$ cat config.mk
export PLATFORM = sky130hd
export DESIGN_NAME = spi_sample_responder
export DESIGN_NICKNAME = d
export VERILOG_FILES = /design/src/rtl/spi_mic_pkg.sv /design/src/rtl/sample_fifo.sv /design/src/rtl/spi_sample_responder.sv
export SDC_FILE = /design/constraint.sdc
export NUM_CORES = 1
export LEC_CHECK = 0
export BUFFER_PORTS_ARGS = -buffer_cell sky130_fd_sc_hd__buf_4
export CORE_ASPECT_RATIO = 1.2
export CORE_MARGIN = 3
export CORE_UTILIZATION = 60
export CTS_BUF_LIST = sky130_fd_sc_hd__clkbuf_8
export DETAILED_ROUTE_END_ITERATION = 16
export MAX_ROUTING_LAYER = met4
export PLACE_DENSITY_LB_ADDON = 0.2
export SETUP_SLACK_MARGIN = 0.5
export SLEW_MARGIN = 25
export SYNTH_ARGS = -nofsm -noshare
export SYNTH_HDL_FRONTEND = slang
export SYNTH_SLANG_ARGS = --single-unit
$ cat constraint.sdc
create_clock -name PCLK -period 5.55 [get_ports PCLK]
set_clock_uncertainty 0.15 [all_clocks]
set_input_delay 0.2775 -clock PCLK [delete_from_list [all_inputs] [get_ports PCLK]]
set_output_delay 0.2775 -clock PCLK [all_outputs]
set_load 0.005 [all_outputs]
$ cat src/rtl/spi_mic_pkg.sv
// Shared types and defaults for the microphone sample link responder.
package spi_mic_pkg;

  localparam int              SAMPLE_W_DEF   = 16;
  localparam int              FIFO_DEPTH_DEF = 8;
  localparam logic [15:0]     IDLE_WORD_DEF  = 16'h0000;

  typedef enum logic [1:0] {
    IDLE,
    LOAD,
    SHIFT,
    DONE
  } spi_state_t;

endpackage

$ cat src/rtl/sample_fifo.sv
// Synchronous sample FIFO with a separate occupancy counter; pointers wrap modulo DEPTH.
module sample_fifo #(
  parameter int  W     = 16,
  parameter int  DEPTH = 8,
  localparam int PTR_W = $clog2(DEPTH),
  localparam int LVL_W = $clog2(DEPTH) + 1
) (
  input  logic             PCLK,
  input  logic             reset,
  input  logic             push,
  input  logic             pop,
  input  logic [W-1:0]     wdata,
  output logic [W-1:0]     rdata,
  output logic [LVL_W-1:0] level,
  output logic             full,
  output logic             empty
);

  logic [W-1:0]     mem [DEPTH];
  logic [PTR_W-1:0] wr_ptr;
  logic [PTR_W-1:0] rd_ptr;
  logic             do_push;
  logic             do_pop;

  // A full FIFO refuses a push even when a pop frees a slot in the same cycle.
  assign full    = (level == LVL_W'(DEPTH));
  assign empty   = (level == '0);
  assign do_push = push && !full;
  assign do_pop  = pop && !empty;
  assign rdata   = mem[rd_ptr];

  // NOTE: storage has no reset; only pointers and level define validity, so clearing the array buys nothing.
  always_ff @(posedge PCLK) begin
    if (do_push) mem[wr_ptr] <= wdata;
  end

  // NOTE: sequential state uses non-blocking assignments so every register samples pre-edge values.
  always_ff @(posedge PCLK or posedge reset) begin
    if (reset) begin
      wr_ptr <= '0;
      rd_ptr <= '0;
      level  <= '0;
    end else begin
      if (do_push) wr_ptr <= wr_ptr + PTR_W'(1);
      if (do_pop)  rd_ptr <= rd_ptr + PTR_W'(1);
      case ({do_push, do_pop})
        2'b10:   level <= level + LVL_W'(1);
        2'b01:   level <= level - LVL_W'(1);
        default: level <= level;
      endcase
    end
  end

endmodule

$ cat src/rtl/spi_sample_responder.sv
// SPI mode-0 responder: serialises queued samples MSB-first on MISO while CS_b is low.
// sclk and CS_b are asynchronous and oversampled on PCLK through 2-flop synchronizers.
module spi_sample_responder
  import spi_mic_pkg::*;
#(
  parameter int                  SAMPLE_W   = SAMPLE_W_DEF,
  parameter int                  FIFO_DEPTH = FIFO_DEPTH_DEF,
  parameter logic [SAMPLE_W-1:0] IDLE_WORD  = SAMPLE_W'(IDLE_WORD_DEF),
  localparam int                 LVL_W      = $clog2(FIFO_DEPTH) + 1
) (
  input  logic                PCLK,
  input  logic                reset,
  input  logic [SAMPLE_W-1:0] sample_data,
  input  logic                sample_valid,
  output logic                sample_ready,
  input  logic                CS_b,
  input  logic                sclk,
  output logic                MISO,
  output logic [LVL_W-1:0]    fifo_level,
  output logic                frame_done,
  output logic                underrun,
  output logic                frame_abort
);

  localparam int               CNT_W    = $clog2(SAMPLE_W) + 1;
  localparam logic [CNT_W-1:0] LAST_BIT = CNT_W'(SAMPLE_W - 1);

  logic                cs_s1, cs_s2, cs_d;
  logic                sclk_s1, sclk_s2, sclk_d;
  logic                cs_fall, cs_rise, sclk_rise, sclk_fall;
  logic [SAMPLE_W-1:0] fifo_head;
  logic [SAMPLE_W-1:0] load_word;
  logic                fifo_full, fifo_empty, fifo_pop;
  spi_state_t          state;
  logic [SAMPLE_W-1:0] shreg;
  logic [CNT_W-1:0]    bit_cnt;
  logic                seen_rise;

  sample_fifo #(
    .W     (SAMPLE_W),
    .DEPTH (FIFO_DEPTH)
  ) u_fifo (
    .PCLK  (PCLK),
    .reset (reset),
    .push  (sample_valid),
    .pop   (fifo_pop),
    .wdata (sample_data),
    .rdata (fifo_head),
    .level (fifo_level),
    .full  (fifo_full),
    .empty (fifo_empty)
  );

  assign sample_ready = !fifo_full;
  // The word is consumed on entering LOAD even if the frame is then aborted.
  assign fifo_pop     = (state == LOAD);
  assign load_word    = fifo_empty ? IDLE_WORD : fifo_head;

  // CS_b idles high and sclk idles low, so the synchronizers reset to those levels.
  always_ff @(posedge PCLK or posedge reset) begin
    if (reset) begin
      cs_s1   <= 1'b1;
      cs_s2   <= 1'b1;
      cs_d    <= 1'b1;
      sclk_s1 <= 1'b0;
      sclk_s2 <= 1'b0;
      sclk_d  <= 1'b0;
    end else begin
      cs_s1   <= CS_b;
      cs_s2   <= cs_s1;
      cs_d    <= cs_s2;
      sclk_s1 <= sclk;
      sclk_s2 <= sclk_s1;
      sclk_d  <= sclk_s2;
    end
  end

  assign cs_fall   =  cs_d   && !cs_s2;
  assign cs_rise   = !cs_d   &&  cs_s2;
  assign sclk_rise = !sclk_d &&  sclk_s2;
  assign sclk_fall =  sclk_d && !sclk_s2;

  always_ff @(posedge PCLK or posedge reset) begin
    if (reset) begin
      state       <= IDLE;
      shreg       <= '0;
      bit_cnt     <= '0;
      seen_rise   <= 1'b0;
      MISO        <= 1'b0;
      frame_done  <= 1'b0;
      underrun    <= 1'b0;
      frame_abort <= 1'b0;
    end else begin
      frame_done  <= 1'b0;
      underrun    <= 1'b0;
      frame_abort <= 1'b0;
      unique case (state)
        IDLE: begin
          MISO <= 1'b0;
          if (cs_fall) state <= LOAD;
        end
        LOAD: begin
          underrun <= fifo_empty;
          if (cs_rise) begin
            frame_abort <= 1'b1;
            MISO        <= 1'b0;
            state       <= IDLE;
          end else begin
            shreg     <= load_word;
            MISO      <= load_word[SAMPLE_W-1];
            bit_cnt   <= '0;
            seen_rise <= 1'b0;
            state     <= SHIFT;
          end
        end
        SHIFT: begin
          if (cs_rise) begin
            frame_abort <= 1'b1;
            MISO        <= 1'b0;
            state       <= IDLE;
          end else if (sclk_rise) begin
            // Rising edges are the controller's sample points, so they count the bits.
            seen_rise <= 1'b1;
            bit_cnt   <= bit_cnt + CNT_W'(1);
            if (bit_cnt == LAST_BIT) begin
              frame_done <= 1'b1;
              MISO       <= 1'b0;
              state      <= DONE;
            end
          end else if (sclk_fall && seen_rise) begin
            // A fall before any rise is a select-time glitch, not a shift point.
            shreg <= shreg << 1;
            MISO  <= shreg[SAMPLE_W-2];
          end
        end
        DONE: begin
          MISO <= 1'b0;
          if (cs_rise) state <= IDLE;
        end
      endcase
    end
  end

endmodule

# Yosys cells after proc, flatten, opt, wreduce, memory -nomap -nowiden
# Memory sizes are Yosys's and may differ from the RTL's.
# Cells that the tools add are included.
# op_classes
add_sub_neg	5
n_eq_ne	18
muxes	37
reduce_logical	23
# ops
cell	count
$mux W15	4
$pmux W15 S2	1
$mux W1	17
$mux W16	1
$mux W5	3
$ne A2 B2 Y1 const B	7
$mux W2	6
$pmux W5 S2	1
$ne A4 B4 Y1 const B	2
$pmux W2 S4	1
$pmux W4 S2	1
$reduce_and A4 Y1	2
$logic_and A1 B1 Y1	7
$add A3 B1 Y3 const B	2
$eq A2 B2 Y1 const B	3
$logic_not A1 Y1	6
$ne A3 B3 Y1 const B	2
$add A5 B1 Y5 const B	1
$eq A5 B4 Y1 const B	1
$reduce_and A5 Y1	1
$add A4 B1 Y4 const B	1
$eq A2 B1 Y1 const B	2
$eq A4 B4 Y1 const B	1
$logic_not A4 Y1	1
7 further kinds	9
# totals
regBits	43
wordCells	101
out_inout_bits	9
n_memories	1
input_bits	21
mem_bits_rw	128
# mem_list
memory	depth	word_bits	read_ports	rd_ports_with_merged_regs	write_ports	line_no	text
u_fifo.mem	8	16	1	0	1	sample_fifo.sv:19	logic [W-1:0] mem [DEPTH];

# Longest topological paths before layout
# Gate-level depths: netlist (run 1).
# depth
ltp_word	7
mapped_depth	11
mapped_depth_nobuf	10

# Modules after synthesis
# Synthesis (run 1) repeated with hierarchy kept, for this count alone.
# unflattened
hier_cells	418
hier_area_um2	7223.2
# by_module_without_submodules
mod	area_per_inst_um2	seq_area_each_um2	cells_per_inst	n_inst
sample_fifo	5559.1	4093.9	254	1
spi_sample_responder	1664.1	829.5	164	1

# Least setup slack after synthesis (run 1)
# Ideal clock, no wire load.
# synth_timing
path_type	register -> register
start	register u_fifo.level[1]
end	memory u_fifo.mem[0][0], enable pin
arrival_time_ps	2195
path_slack_ps	2795
n_path_buf	0
required_time_ps	4991
stages_incl_launch_ff	5
period_less_slack_ps	2755
cell_sequence	dfrtp_1 or4b_1 nand2_1 or2_1 nor3_1
# synth_between
elab_chain_len	5
# synth_rtl
item	line_no	text
start, declared	sample_fifo.sv:14	output logic [LVL_W-1:0] level,
start signal, assigned	sample_fifo.sv:47	2'b10: level <= level + LVL_W'(1);
start signal, assigned	sample_fifo.sv:48	2'b01: level <= level - LVL_W'(1);
start signal, assigned	sample_fifo.sv:49	default: level <= level;
$eq A4 B4 Y1	sample_fifo.sv:26	assign full = (level == LVL_W'(DEPTH));
$logic_not A1 Y1	-	
via sample_ready	spi_sample_responder.sv:15	output logic sample_ready,
$logic_and A1 B1 Y1	sample_fifo.sv:28	assign do_push = push && !full;
$mux W1	sample_fifo.sv:34	if (do_push) mem[wr_ptr] <= wdata;
$mux W1 (not written as such)	sample_fifo.sv:34	
end, declared	sample_fifo.sv:19	
# The timed path passes the listed nets, and every way through them passes these cells.

# Final worst setup path (run 1)
# layout_timing
start	register u_fifo.level[2]
end	register u_fifo.level[2]
# layout_between
elab_chain_len	5
# layout_rtl
item	line_no	text
$eq A4 B4 Y1 or $logic_not A4 Y1 (tied branches)	sample_fifo.sv:26, sample_fifo.sv:27	
$logic_not A1 Y1 (on tied branches)	sample_fifo.sv:28, sample_fifo.sv:29	
$logic_and A1 B1 Y1 (on tied branches)	sample_fifo.sv:28, sample_fifo.sv:29	
$eq A2 B1 Y1 or $eq A2 B2 Y1 (tied branches)	sample_fifo.sv:46	case ({do_push, do_pop})
$pmux W4 S2 or $reduce_bool A2 Y1 (tied branches)	-	
# Several ways; a longest one is shown, not always the timed one.
# A chain may end at the register's enable or synchronous reset.

==> results_dict.tcl, run 1 <==
set metrics [dict create \
    nNetsFinal 478 \
    antenna_found_initial 0 \
    utilization_pct 70.70 \
    timing.slew.headroom_pct 32.52 \
    die_h_um 123.0 \
    via_per_inst 5.778 \
    drive_gt1_share_pct 26.36 \
    setup_viol 0 \
    filler_cell_count 703 \
    final_area_mm2 0.007839 \
    die_w_um 103.5 \
    hp-start "cs_s1" \
    cts_sinks 171 \
    yosysMostFrequentCell "edfxtp_1" \
    cts-root-buf "clkbuf_8" \
    internal_power_w 0.002653 \
    finalHoldViolCount 0 \
    dp_slack_ns 2.739 \
    regArea_mm2 0.004930 \
    arrival_ns 2.94 \
    synthTopCellsByCount "edfxtp_1 (128), dfrtp_1 (40), mux4_2 (31), nor2_1 (27), a21oi_1 (17)" \
    r2r_setup_slack_ns 2.79 \
    max_clock_freq_mhz 361.7 \
    startpoint "u_fifo.level[2]" \
    min_path_type "register to register" \
    rsz0062_at_grt "false" \
    syn_to_final_growth_pct 14.53 \
    switchingPower_w 0.001157 \
    h-tree-depth 4 \
    first_pass_iters 4 \
    start_util_pct 61.72 \
    cap_violations 0 \
    synth_cells 387 \
    final_max_slew_viol_count 0 \
    worst_pin_slew_ns 1.009 \
    fin_crit_ns 2.765 \
    numCtsBuffers 17 \
    wl_per_cell_um 19.49 \
    synth_compound_area_share_pct 4.388 \
    p_comb_share_pct 28.0 \
    critical_path_class "register to register" \
    ant_nets 0 \
    synth_area_mm2 0.006844 \
    die_area_mm2 0.01273 \
    worstSkewPairLatency_ns 0.44 \
    synth_edf_count 128 \
    cts_resized 0 \
    drt_iter0_markers 266 \
    cts.reportedPaths.clkPinSlew_ns 0.08 \
    worstSetupEndpointType "register" \
    synth_top_family_by_area "multiplexers" \
    grt_pass1_wl_mm 19.04 \
    outcome "complete, no violations" \
    worstPathMaxFanout 6 \
    routabilityCongestion 0.7326 \
    hpwl_mm 6.893 \
    fin_crit_sh_pct 49.82 \
    ios 30 \
    grt_pass1_vias 3672 \
    synth-main-ff-cell "edfxtp_1" \
    synthDistinctLibCells 43 \
    postSynth.asyncResetShare_pct 25.15 \
    diodes 0 \
    placed_area_mm2 0.007246 \
    synth.avg_cell_area_um2 17.68 \
    startpoint_type "register" \
    synthXorXnorAreaFrac_pct 1.152 \
    power.total_w 0.003809 \
    vias 3542 \
    seqPwrFrac_pct 50.2 \
    yosys-top-cells-area "edfxtp_1 (56%), dfrtp_1 (15%), mux4_2 (10%), mux2_2 (2.6%), ha_1 (2.0%)" \
    synth_top_area_share_pct 56.16 \
    tns_ns 0 \
    synth-simple-area-share_pct 5.082 \
    synth_area_leader_cell "edfxtp_1" \
    multiInputGateArea_mm2 0.001817 \
    seq_area_frac_synth_pct 71.94 \
    drcViolationCount 0 \
    synth-seq-cells 171 \
    worstPathRequired_ns 5.72 \
    grt_max_degree 44 \
    synthAdderAreaFrac_pct 2.011 \
    num_rows 42 \
    synth_mux_area_share_pct 13.60 \
    syn-num-nets 419 \
    r2r-start "u_fifo.level[2]" \
    grt_overflow 0 \
    ir_drop_mv 0.2065 \
    core_area_mm2 0.01109 \
    pwr-share-clk_pct 21.8 \
    p_per_area_mw_per_mm2 486.0 \
    grt_usage_pct 21.55 \
    cts_tree "built" \
    setup_ws_ns 2.785 \
    yosysWarningCount 0 \
    p_leak_nw 2.824 \
    wl_mm 11.95 \
    netSwitchingFraction_pct 30.36 \
    portBuffers 29 \
    clockBufferDepth 2 \
]
## timing repair
item                      CTS  global route
setup buffers               0             0
hold buffers               20             0
hold endpoints to repair  171             0
## worst paths after layout
path / cells past startpoint / end
max in group asynchronous: 3 / u_fifo.rd_ptr[0]
min in group asynchronous: 3 / u_fifo.level[0]
setup reg to reg: 9 / u_fifo.level[2]
hold reg to reg: 0 / cs_s2
setup / recovery: 9 / u_fifo.level[2]
hold / removal: 0 / cs_s2
## per-stage QoR
stage / instances / hold WS, ns
3_5_place_dp: 561 / 0.1935
3_3_place_gp: 561 / 0.1950
4_1_cts: 613 / 0.2084
2_1_floorplan: 387 / 0.1320
5_1_grt: 613 / 0.2110
6_report: 613 / 0.2072
## flip-flops by register name (all words and copies together), names as in the netlist, 2 cells and up
name / flops
state: 2
u_fifo.mem: 128
shreg: 15
u_fifo.rd_ptr: 3
u_fifo.wr_ptr: 3
bit_cnt: 5
u_fifo.level: 4
## worst max-delay path, cell delays in order (launching register included)
cell     delay [ns]
dfrtp_1        0.45
nor4_1         0.59
nor2b_1        0.26
ha_1           0.33
xor2_1         0.18
ha_1           0.19
a21oi_1        0.15
xor2_1         0.15
nor2_1         0.06
xor2_1         0.14
## power by group through the flow
stage                     registers [W]  logic (W)  clock network, W
after floorplan                 0.00176   0.000935                 0
after global placement          0.00193    0.00103                 0
after detailed placement        0.00195    0.00107                 0
after CTS                       0.00192    0.00108          0.000852
after global routing            0.00196    0.00118          0.000901
final                           0.00191    0.00107          0.000829
## placed cells by master, fill, tap and decap left out, types with 2 or more instances in the layout
cell type and instances:
nor3_2 2, a211oi_1 2, dfstp_2 3, mux2_2 16, inv_1 14, nor2_1 27, a21o_1 2, dlygate4sd3_1 20
clkbuf_8 20, nand3_1 10, edfxtp_1 128, nor2b_1 2, clkinv_2 2, buf_4 37, xor2_1 5, dfrtp_2 2
mux2_1 2, ha_1 11, bufinv_16 2, o21ai_0 6, a22oi_1 14, nand2b_1 6, nand2_1 9, mux4_2 31
inv_2 2, a21oi_1 16, xnor2_1 4, nor3_1 3, nand4b_1 2, mux2i_1 3, dfrtp_1 37, and2_1 2
## area by class of cell
type,instances,area share [%]
clock buffers,20,3.512
clock inverters,12,1.389
inverters,10,0.4789
multi-input cells,189,23.18
flip-flops and latches,171,62.89
well taps,154,2.458
repair buffers,57,6.097
## per-layer routing
| layer | track usage (%) | routed length [um] | up-vias |
|---|---|---|---|
| li1 | - | - | 1624 |
| met1 | 26.18 | 4730 | 1811 |
| met2 | 35.09 | 6490 | 96 |
| met3 | 4.853 | 594 | 11 |
| met4 | 8.745 | 131 | 0 |
| met5 | - | 0 | - |
## logic make-up after synthesis
| logic type | count (synthesis) |
|---|---|
| XOR/XNOR | 9 |
| AND/OR/NAND/NOR | 70 |
| buffers and inverters | 27 |
| flip-flops | 171 |
| multiplexers | 52 |
| adder cells (fa/ha/maj) | 11 |
| AO/OA/AOI/OAI | 47 |
No activity file was read; power rests on OpenSTA's default activity.
==> run 2: changes to the inputs <==
- clock period: 5.55 -> 2.71 ns (I/O delays scaled with it)
==> results_dict.tcl, run 2 (synthesis gave the netlist of run 1 again) <==
set metrics [dict create \
    syn_to_final_growth_pct 20.27 \
    crit_slowest_cell "or4b_4" \
    cts.reportedPaths.clkPinSlew_ns 0.08 \
    grt_pass1_wl_mm 20.53 \
    setup_viol 0 \
    mostFrequentLayoutCell "edfxtp_1" \
    cap_violations 0 \
    core_area_mm2 0.01109 \
    drcViolationCount 0 \
    worstSkewPairLatency_ns 0.44 \
    drive_gt1_share_pct 32.78 \
    outcome "complete, no violations" \
    r2r-end "u_fifo.level[2]" \
    tns_ns 0 \
    drt_iter0_markers 199 \
    wl_per_cell_um 20.25 \
    largest_registers "u_fifo.mem (128), shreg (15), bit_cnt (5)" \
    startpoint_type "register" \
    p_leak_nw 2.958 \
    rsz0062_at_grt "true" \
    stdcell_count 633 \
    largest_register_ffs 128 \
    grt_pass1_vias 3922 \
    crit_buf_inv 0 \
    filler_cell_count 673 \
    diodes 0 \
    ios 30 \
    worstPathRequired_ns 2.92 \
    nNetsFinal 498 \
    finalHoldViolCount 0 \
    clockBufferDepth 2 \
    worstPathCellList "or4b_4, nand2_4, ha_4, xor2_1, ha_2, a21oi_2, xor2_1, nor2_1, xor2_1" \
    cts_tree "built" \
    num_rows 42 \
    cpPeakStageDelay_ns 0.57 \
    die_h_um 123.0 \
    first_pass_iters 4 \
    die_w_um 103.5 \
    final_max_slew_viol_count 0 \
    start_util_pct 61.72 \
    wl_mm 12.82 \
    h-tree-depth 4 \
    via_per_inst 5.768 \
    fin_crit_sh_pct 84.22 \
    fin_crit_ns 2.282 \
    cts_sinks 171 \
    die_area_mm2 0.01273 \
    critPathTopFamily "simple AND/OR/NAND/NOR gates" \
    worst_pin_slew_ns 0.7414 \
    r2r_setup_slack_ns 0.43 \
    regMostFlops "u_fifo.mem" \
    ir_drop_mv 0.6974 \
    routabilityCongestion 0.7707 \
    p_per_area_mw_per_mm2 1031 \
    layout_common_cells "edfxtp_1 (128), buf_4 (49), dfrtp_1 (36)" \
    max_clock_freq_mhz 438.1 \
    timing.slew.headroom_pct 50.57 \
    ant_nets 0 \
    vias 3651 \
    hpwl_mm 7.387 \
    portBuffers 29 \
    dp_cells 568 \
    min_path_type "primary input to asynchronous set/reset pin" \
    antenna_found_initial 0 \
    arrival_ns 2.50 \
    critical_path_class "register to register" \
    r2r-start "u_fifo.level[1]" \
    cts-root-buf "clkbuf_8" \
    r2r_cells 9 \
    numCtsBuffers 17 \
    grt_max_degree 35 \
    timing.critical_path.mode_cell "xor2_1" \
    worstSetupEndpointType "register" \
    grt_usage_pct 23.14 \
    worstPathMaxFanout 4 \
    grt_overflow 0 \
]
## run 2: changes by cell type in the layout (fill, tap and decap cells not counted), moves of 3 or more
cell | previous run | this run
clkbuf_8 | 20 | 17
buf_12 | 0 | 5
buf_4 | 37 | 49
clkinvlp_4 | 1 | 4
nor2_4 | 0 | 3
nor2_1 | 27 | 23
bufinv_16 | 2 | 5
ha_1 | 11 | 8
## run 2: timing repair
item | 4_1_cts | 5_1_grt
endpoints found under the hold margin | 157 | 0
setup endpoints to repair | 67 | 19
hold buffers | 20 | 0
buffers inserted | 11 | 1
pin swaps | 12 | 1
gates resized for setup | 18 | 0
## run 2: layout make-up
type                       count  area [um^2]  area share [%]
sequential                   171         4928           59.87
clock inverter                15        207.7           2.523
clock buffer                  17        234.0           2.842
inverter                      10        37.54          0.4560
multi-input combinational    189         1926           23.39
timing repair buffer          77        705.7           8.573
tap                          154        192.7           2.341
## run 2: where the power goes
part | switching (W) | internal [W] | leakage, nW
combinational | 0.00143 | 0.00148 | 1.06
clock | 0.000842 | 0.00108 | 0.221
sequential | 0.000295 | 0.00336 | 1.67
## run 2: per-layer routing
metal / part of all wire (%) / global-route usage (%)
met5: 0 / -
met4: 1.6 / 7.854
met3: 4.1 / 5.530
met2: 55 / 37.84
met1: 39 / 28.51
## run 2: stage by stage
| step | area, um^2 | total power, W | setup WS (ns) | hold WS [ns] | utilization, % |
|---|---|---|---|---|---|
| after floorplan | 6894 | 0.005570 | 0.3836 | -0.01002 | - |
| after global placement | 7360 | 0.006202 | 0.2413 | 0.09579 | 66.37 |
| after detailed placement | 7360 | 0.006339 | 0.1223 | 0.09684 | 66.37 |
| after CTS | 8194 | 0.008518 | 0.4644 | 0.1762 | 73.90 |
| after global routing | 8232 | 0.008981 | 0.3706 | 0.05995 | 74.24 |
| final | 8232 | 0.008485 | 0.4275 | 0.05862 | 74.24 |
## run 2: how the worst max path moves through the flow
stage                                    to  cells past startpoint             from
after detailed placement  u_fifo.mem[4][12]                      4  u_fifo.level[3]
after global placement    u_fifo.mem[4][11]                      4  u_fifo.level[3]
final                       u_fifo.level[2]                      9  u_fifo.level[1]
after floorplan             u_fifo.level[2]                     10  u_fifo.level[2]
after global routing        u_fifo.level[2]                     10  u_fifo.level[1]
after CTS                   u_fifo.level[2]                      9  u_fifo.level[1]
## run 2: tightest hold or removal path, stage by stage
cell	delay, ns
dlygate4sd3_1	0.54
buf_4	0.13
clkinv_1	0.23
==> run 3: changes to the inputs <==
- clock period: 2.71 -> 2.35 ns (I/O delays scaled with it)
==> results_dict.tcl, run 3 (synthesis gave the netlist of run 1 again) <==
set metrics [dict create \
    wl_mm 16.07 \
    h-tree-depth 4 \
    final_max_slew_viol_count 0 \
    cap_violations 0 \
    utilization_pct 81.73 \
    worst_pin_slew_ns 0.6181 \
    ios 30 \
    hp-start "sample_valid" \
    grt_pass1_vias 4047 \
    violations "hold timing, setup timing" \
    startpoint_type "register" \
    r2r_setup_slack_ns -0.05 \
    tns_ns -0.06464 \
    largest_registers "u_fifo.mem (128), shreg (15), bit_cnt (5)" \
    portBuffers 29 \
    die_area_mm2 0.01273 \
    hpwl_mm 7.119 \
    max_clock_freq_mhz 417.0 \
    vias 4033 \
    p_leak_nw 3.311 \
    setup_viol 5 \
    r2r_cells 11 \
    grt_max_degree 35 \
    die_h_um 123.0 \
    first_pass_iters 5 \
    fin_crit_ns 2.398 \
    wl_per_cell_um 24.13 \
    worstSetupEndpointType "register" \
    worstPathRequired_ns 2.54 \
    placed_area_mm2 0.007548 \
    final_area_mm2 0.009062 \
    hold_slack_ns -0.1468 \
    ant_nets 0 \
    nNetsFinal 531 \
    min_path_type "primary input to register" \
    worstSkewPairLatency_ns 0.45 \
    ir_drop_mv 0.6463 \
    rsz0062_at_grt "true" \
    core_area_mm2 0.01109 \
    arrival_ns 2.59 \
    cts_tree "built" \
    r2r-end "u_fifo.level[2]" \
    clockBufferDepth 2 \
    drcViolationCount 0 \
    cts-root-buf "clkbuf_8" \
    outcome "complete, but fails checks" \
    critical_path_class "register to register" \
    power.total_w 0.01118 \
    cts.reportedPaths.clkPinSlew_ns 0.09 \
    p_per_area_mw_per_mm2 1234 \
    timing.slew.headroom_pct 58.73 \
    hold_depth 3 \
    ctsHoldBuffers 19 \
    drt_iter0_markers 333 \
    fin_crit_sh_pct 102.0 \
    drive_gt1_share_pct 44.92 \
    r2r-start "u_fifo.level[0]" \
    mostFrequentLayoutCell "edfxtp_1" \
    routabilityCongestion 0.8404 \
    dp_slack_ns -0.006333 \
    hold_end "u_fifo.wr_ptr[2]" \
    layout_common_cells "edfxtp_1 (128), buf_4 (55), dfrtp_1 (34)" \
    setup_ws_ns -0.04800 \
    finalHoldViolCount 1 \
    start_util_pct 61.72 \
    regMostFlops "u_fifo.mem" \
    grt_usage_pct 24.93 \
    filler_cell_count 519 \
    antenna_found_initial 0 \
    grt_overflow 0 \
    grt_pass1_wl_mm 22.05 \
    cts_sinks 171 \
    num_rows 42 \
    via_per_inst 6.056 \
    numCtsBuffers 17 \
    largest_register_ffs 128 \
    worstPathMaxFanout 7 \
    diodes 0 \
    syn_to_final_growth_pct 32.41 \
    die_w_um 103.5 \
]
run 3: area by class of cell:
class	instances	area [um^2]	area share (%)
Clock buffer	17	234.0	2.582
Multi-Input combinational cell	189	2206	24.34
Clock inverter	15	150.1	1.657
Sequential cell	171	4933	54.44
Timing Repair Buffer	110	1309	14.44
Tap cell	154	192.7	2.126
Inverter	10	37.54	0.4142
run 3: how the worst max path moves through the flow:
stage | from | to | slack (ns) | depth (start not counted)
after floorplan | u_fifo.level[0] | u_fifo.level[2] | 0.10 | 9
after global placement | u_fifo.level[2] | u_fifo.level[2] | 0.05 | 10
after detailed placement | u_fifo.level[1] | u_fifo.mem[0][9] | -0.006 | 4
after CTS | u_fifo.level[2] | u_fifo.level[2] | 0.04 | 10
after global routing | state[1] | u_fifo.level[2] | -0.12 | 11
final | u_fifo.level[0] | u_fifo.level[2] | -0.05 | 11
run 3: metrics by stage:
step / hold slack, ns / instances
2_1_floorplan: -0.02802 / 387
3_3_place_gp: 0.07876 / 575
3_5_place_dp: 0.08060 / 575
4_1_cts: -0.1842 / 653
5_1_grt: -0.1657 / 666
6_report: -0.1468 / 666
run 3: worst max-delay path, cell delays in order, from the launching register on:
cell,delay (ns)
dfrtp_2,0.42
buf_4,0.17
nor4_4,0.24
nor2b_1,0.10
buf_4,0.17
ha_4,0.17
xor2_1,0.16
ha_2,0.20
a21oi_2,0.15
xor2_1,0.16
nor2_1,0.06
xor2_1,0.14
run 3: power by group:
group          internal [W]  switching (W)
Combinational       0.00267        0.00218
Clock              0.000946        0.00108
Sequential          0.00388       0.000418
Total               0.00750        0.00368
run 3: what timing repair did:
action                                  CTS  global route
gates resized for setup                  60            30
cloned                                    6             4
endpoints found under the hold margin   156             1
pin swaps                                38            14
endpoints found under the setup margin  151           155
setup buffers                            21             9
run 3: per-layer routing:
layer,track usage [%],vias to the layer above,share of wire (%)
li1,-,1739,-
met1,31.15,2062,38
met2,40.39,185,52
met3,5.813,47,6.0
met4,8.583,0,4.0
met5,-,-,0
